[config.mk]
export PLATFORM = sky130hd
export DESIGN_NAME = systolic_input_skew
export DESIGN_NICKNAME = d
export VERILOG_FILES = /design/src/rtl/systolic_input_skew.sv
export SDC_FILE = /design/constraint.sdc
export NUM_CORES = 1
export LEC_CHECK = 0
export CORE_UTILIZATION = 43
export DETAILED_ROUTE_END_ITERATION = 7
export PLACE_DENSITY = 0.75
export SYNTH_ARGS = -nofsm -noshare
export SYNTH_HDL_FRONTEND = slang
export SYNTH_SLANG_ARGS = --single-unit
[constraint.sdc]
create_clock -name clk -period 1.7 [get_ports clk]
set_clock_uncertainty 0.05 [all_clocks]
set_input_delay 0.255 -clock clk [delete_from_list [all_inputs] [get_ports clk]]
set_output_delay 0.255 -clock clk [all_outputs]
set_load 0.02 [all_outputs]
[src/rtl/systolic_input_skew.sv]
// West-edge feeder for the PE array: accepts ROWS-wide activation vectors and
// emits them as a diagonal wavefront (row r delayed r extra cycles), with tile tracking.

module systolic_input_skew_row #(
  parameter int DEPTH      = 1,
  parameter int DATA_WIDTH = 16
) (
  input  logic                  clk,
  input  logic                  rst,
  input  logic                  xfer,
  input  logic [DATA_WIDTH-1:0] data,
  input  logic                  switch_in,
  output logic [DATA_WIDTH-1:0] out_data,
  output logic                  out_valid,
  output logic                  out_switch
);
  logic [DEPTH-1:0][DATA_WIDTH-1:0] d_pipe;
  logic [DEPTH-1:0]                 v_pipe;
  logic [DEPTH-1:0]                 s_pipe;

  // Stage 0 loads every cycle; a non-transfer cycle becomes an all-zero bubble.
  always_ff @(posedge clk) begin
    if (rst) begin
      d_pipe <= '0;
      v_pipe <= '0;
      s_pipe <= '0;
    end else begin
      d_pipe[0] <= xfer ? data : '0;
      v_pipe[0] <= xfer;
      s_pipe[0] <= xfer & switch_in;
      for (int i = 1; i < DEPTH; i++) begin
        d_pipe[i] <= d_pipe[i-1];
        v_pipe[i] <= v_pipe[i-1];
        s_pipe[i] <= s_pipe[i-1];
      end
    end
  end

  assign out_data   = d_pipe[DEPTH-1];
  assign out_valid  = v_pipe[DEPTH-1];
  assign out_switch = s_pipe[DEPTH-1];
endmodule

module systolic_input_skew #(
  parameter int ROWS       = 4,
  parameter int DATA_WIDTH = 16,
  parameter int CNT_WIDTH  = 16
) (
  input  logic                       clk,
  input  logic                       rst,
  input  logic                       in_valid,
  output logic                       in_ready,
  input  logic [ROWS*DATA_WIDTH-1:0] in_data,
  input  logic                       in_switch,
  input  logic                       in_last,
  output logic [ROWS*DATA_WIDTH-1:0] row_input_out,
  output logic [ROWS-1:0]            row_valid_out,
  output logic [ROWS-1:0]            row_switch_out,
  output logic [CNT_WIDTH-1:0]       vec_count,
  output logic                       tile_done
);
  localparam int DW = (ROWS > 1) ? $clog2(ROWS) : 1;

  typedef enum logic [1:0] {IDLE, STREAM, DRAIN} state_t;

  state_t        state_q, state_d;
  logic [DW-1:0] drain_q, drain_d;
  logic          clr_cnt;
  logic          xfer;
  logic [ROWS-1:0] last_pipe;

  assign in_ready = (state_q != DRAIN);
  assign xfer     = in_valid & in_ready;

  always_comb begin
    state_d = state_q;
    drain_d = drain_q;
    clr_cnt = 1'b0;
    case (state_q)
      IDLE, STREAM: begin
        if (xfer) begin
          if (!in_last) begin
            state_d = STREAM;
          end else if (ROWS == 1) begin
            state_d = IDLE;
          end else begin
            state_d = DRAIN;
            drain_d = DW'(ROWS - 1);
          end
        end
      end
      DRAIN: begin
        // Leaving on the edge where the counter would hit zero gives ROWS-1 stalled cycles.
        if (drain_q <= DW'(1)) begin
          state_d = IDLE;
          drain_d = '0;
          clr_cnt = 1'b1;
        end else begin
          drain_d = drain_q - DW'(1);
        end
      end
      default: state_d = IDLE;
    endcase
  end

  always_ff @(posedge clk) begin
    if (rst) begin
      state_q   <= IDLE;
      drain_q   <= '0;
      vec_count <= '0;
      last_pipe <= '0;
    end else begin
      state_q <= state_d;
      drain_q <= drain_d;
      // An accept in IDLE starts a new tile; matters only for ROWS=1 where no drain clears the count.
      if (clr_cnt)
        vec_count <= '0;
      else if (xfer && state_q == IDLE)
        vec_count <= CNT_WIDTH'(1);
      else if (xfer && vec_count != {CNT_WIDTH{1'b1}})
        vec_count <= vec_count + CNT_WIDTH'(1);
      last_pipe[0] <= xfer & in_last;
      for (int i = 1; i < ROWS; i++)
        last_pipe[i] <= last_pipe[i-1];
    end
  end

  assign tile_done = last_pipe[ROWS-1];

  for (genvar r = 0; r < ROWS; r++) begin : g_row
    systolic_input_skew_row #(
      .DEPTH      (r + 1),
      .DATA_WIDTH (DATA_WIDTH)
    ) u_row (
      .clk        (clk),
      .rst        (rst),
      .xfer       (xfer),
      .data       (in_data[r*DATA_WIDTH +: DATA_WIDTH]),
      .switch_in  (in_switch),
      .out_data   (row_input_out[r*DATA_WIDTH +: DATA_WIDTH]),
      .out_valid  (row_valid_out[r]),
      .out_switch (row_switch_out[r])
    );
  end
endmodule

==> results.sh <==
export IMPL_synth_xor_area_share_pct=0
export IMPL_finalCriticalPeriod_ns=1.68
export IMPL_arrival_ns=1.99
export IMPL_syn_area_um2=6130
export IMPL_maxSlewViolCount=0
export IMPL_grt_pass1_wl_um=17800
export IMPL_rsz0062_at_grt="yes"
export IMPL_wl_met1_um=4530
export IMPL_drive_above_1_share_pct=14.7
export IMPL_cts_max_level=4
export IMPL_synthMuxAreaShare_pct=1.31
export IMPL_p_switching_mw=1.92
export IMPL_cp_top_family="simple AND/OR/NAND/NOR gates"
export IMPL_yosysSeqAreaShare_pct=62.7
export IMPL_synth_compound_area_share_pct=2.61
export IMPL_min_path_type="primary input to register"
export IMPL_syn_num_nets=612
export IMPL_dp_final_hpwl_um=7740
export IMPL_numCtsBuffers=17
export IMPL_synth_cells=542
export IMPL_holdBufCountCts=0
export IMPL_maxCapViolCount=0
export IMPL_grtUsageTotal_pct=16.1
export IMPL_cts_tree="done"
export IMPL_p_per_area_nw_per_um2=1070
export IMPL_nets=744
export IMPL_clk_latency_ns=0.42
export IMPL_worst_path_buf_inv=0
export IMPL_yosys_warnings=0
export IMPL_post_drt_wl_per_cell_um=13.1
export IMPL_fp_row_count=43
export IMPL_antenna_found_initial=0
export IMPL_cp_max_fo=6
export IMPL_utilization_pct=60.3
export IMPL_area_delta_synth_final_pct=36.5
export IMPL_finalCritPeriodShare_pct=98.6
export IMPL_dp_cells=827
export IMPL_coreArea_um2=13900
export IMPL_p_clk_share_pct=41.4
export IMPL_sequentialPowerShare_pct=52.2
export IMPL_path_class="register to register"
export IMPL_p_leak_nw=3.62
export IMPL_drt_initial_drc_count=174
export IMPL_top_layer="met4"
export IMPL_cpPeakStageDelay_ns=0.45
export IMPL_pin_count=159
export IMPL_cts_sinks=192
export IMPL_yosys_area_share_adder_pct=0.204
export IMPL_synth_cell_types=38
export IMPL_dieArea_um2=14700
export IMPL_finalHoldViolations=0
export IMPL_path_cells="nand4_1, nand3b_1, or4_4, a21oi_2"
export IMPL_clkSlewWorstSetupHoldPaths_ns=0.06
export IMPL_power_frac_comb_pct=6.4
export IMPL_final_common_cell="dfxtp_1"
export IMPL_relSlewSlack_pct=75.7
export IMPL_avgSynthCellArea_um2=11.3
export IMPL_synthSimpleGateAreaFrac_pct=24.7
export IMPL_ys_ff_latch=192
export IMPL_die_width_um=121
export IMPL_wl_um=11400
export IMPL_max_freq_mhz=596
export IMPL_met2_length_um=5650
export IMPL_setup_violations=0
export IMPL_drc=0
export IMPL_gp_congestion=0.866
export IMPL_max_vdd_ir_drop_uv=675
export IMPL_avgViaCountPerCell=4.49
export IMPL_cts_root_buffer="clkbuf_16"
export IMPL_wl_met3_um=747
export IMPL_synth_top_family_by_area="simple AND/OR/NAND/NOR gates"
export IMPL_final_setup_tns_ns=0
export IMPL_clockBufferDepth=2
export IMPL_dieHeight_um=121
export IMPL_end_kind="register"
export IMPL_power_mw=8.94
export IMPL_portBuffers=158
export IMPL_grt_pass1_vias=3854
export IMPL_grt_overflow=0
export IMPL_required_ns=2.01
export IMPL_dr_pass1_iters=4
export IMPL_internal_power_mw=7.01
export IMPL_grt_max_degree=62
export IMPL_via_count=3888
export IMPL_instances_no_fill=865
export IMPL_antenna_cells=0
export IMPL_ant_nets=0
export IMPL_cpMaxStageDelayCell="or4_4"
export IMPL_critPathLaunchType="register"
export IMPL_initial_utilization_pct=44.2
export IMPL_layout_common_cells="dfxtp_1, clkdlybuf4s50_1, nor2b_1"
export IMPL_status="complete, no violations"
export IMPL_swShare_pct=21.5
export IMPL_worst_pin_slew_ns=0.356
==> worst paths after layout <==
kind / slack, ns / cells after the start / end / startpoint
max: 0.02 / 4 / vec_count[14]$_SDFFE_PP0P_ / vec_count[11]$_SDFFE_PP0P_
min: 0.15 / 2 / g_row[3].u_row.d_pipe[47]$_SDFF_PP0_ / rst
max reg2reg: 0.02 / 4 / vec_count[14]$_SDFFE_PP0P_ / vec_count[11]$_SDFFE_PP0P_
min reg2reg: 0.38 / 1 / g_row[3].u_row.out_data[12]$_SDFF_PP0_ / g_row[3].u_row.d_pipe[44]$_SDFF_PP0_
==> kinds of logic after synthesis <==
| logic type | Yosys count |
|---|---|
| adder cells (fa/ha/maj) | 1 |
| multiplexers | 8 |
| flip-flops | 192 |
| buffers and inverters | 80 |
| AO/OA/AOI/OAI | 26 |
| AND/OR/NAND/NOR | 235 |
==> layout make-up <==
cell class	count	area [um2]
fill	1119	5510
clock inverter	11	110
multi-input combinational	270	1840
timing repair buffer	193	1900
tap	180	225
sequential	192	3860
clock buffer	19	443
==> per-stage QoR <==
step | cell area (um2) | setup slack (ns) | hold WS (ns)
2_1_floorplan | 6140 | -0.00156 | 0.319
3_3_place_gp | 7650 | -0.175 | 0.368
3_5_place_dp | 7650 | -0.277 | 0.370
4_1_cts | 8200 | -0.00910 | 0.132
5_1_grt | 8370 | -0.0290 | 0.160
6_report | 8370 | 0.0233 | 0.155
==> power groups by stage <==
stage	sequential [mW]	clock (mW)	combinational, mW
after floorplan	4.78	0	0.263
final	4.66	3.70	0.571
after global routing	4.67	4.02	0.620
after global placement	4.76	0	0.565
after CTS	4.66	3.80	0.578
after detailed placement	4.76	0	0.578
==> Yosys cell counts (all sizes together) <==
master | instances | share of area, %
a31oi | 1 | 0.10
mux2i | 8 | 1.3
a21oi | 11 | 0.96
nor4bb | 1 | 0.16
nor4 | 3 | 0.41
nor2b | 105 | 11
o21ai | 5 | 0.41
a21o | 1 | 0.12
or3 | 4 | 0.41
nand4 | 7 | 0.82
nand3 | 2 | 0.16
and2 | 68 | 6.9
or3b | 7 | 1.0
and3 | 1 | 0.10
nand2 | 7 | 0.47
or2 | 2 | 0.20
a211oi | 1 | 0.12
clkbuf | 22 | 1.4
nor3b | 2 | 0.33
nor2 | 4 | 0.24
o31ai | 5 | 0.61
nand3b | 12 | 1.5
a2111oi | 1 | 0.14
ha | 1 | 0.20
or4 | 4 | 0.55
a311oi | 1 | 0.14
buf | 58 | 7.2
nand2b | 4 | 0.41
and4 | 2 | 0.29
dfxtp | 192 | 63
==> flip-flops by register name, summed over array words and instances (netlist names) <==
signal,flops
drain_q,2
vec_count,16
g_row.u_row.v_pipe,4
g_row.u_row.out_data,64
g_row.u_row.s_pipe,4
last_pipe,4
state_q,2
g_row.u_row.d_pipe,96
==> layer usage <==
metal,vias up,track usage (%)
met1,1760,17.2
met2,150,26.8
met3,36,5.22
met5,-,0
li1,1942,-
met4,0,11.0
==> repair_timing <==
action                     CTS  global route
setup buffers                0             9
gates resized for setup     27            32
setup endpoints to repair   28            33
pin swaps                    0             8
Power figures use the tool's default switching activity.
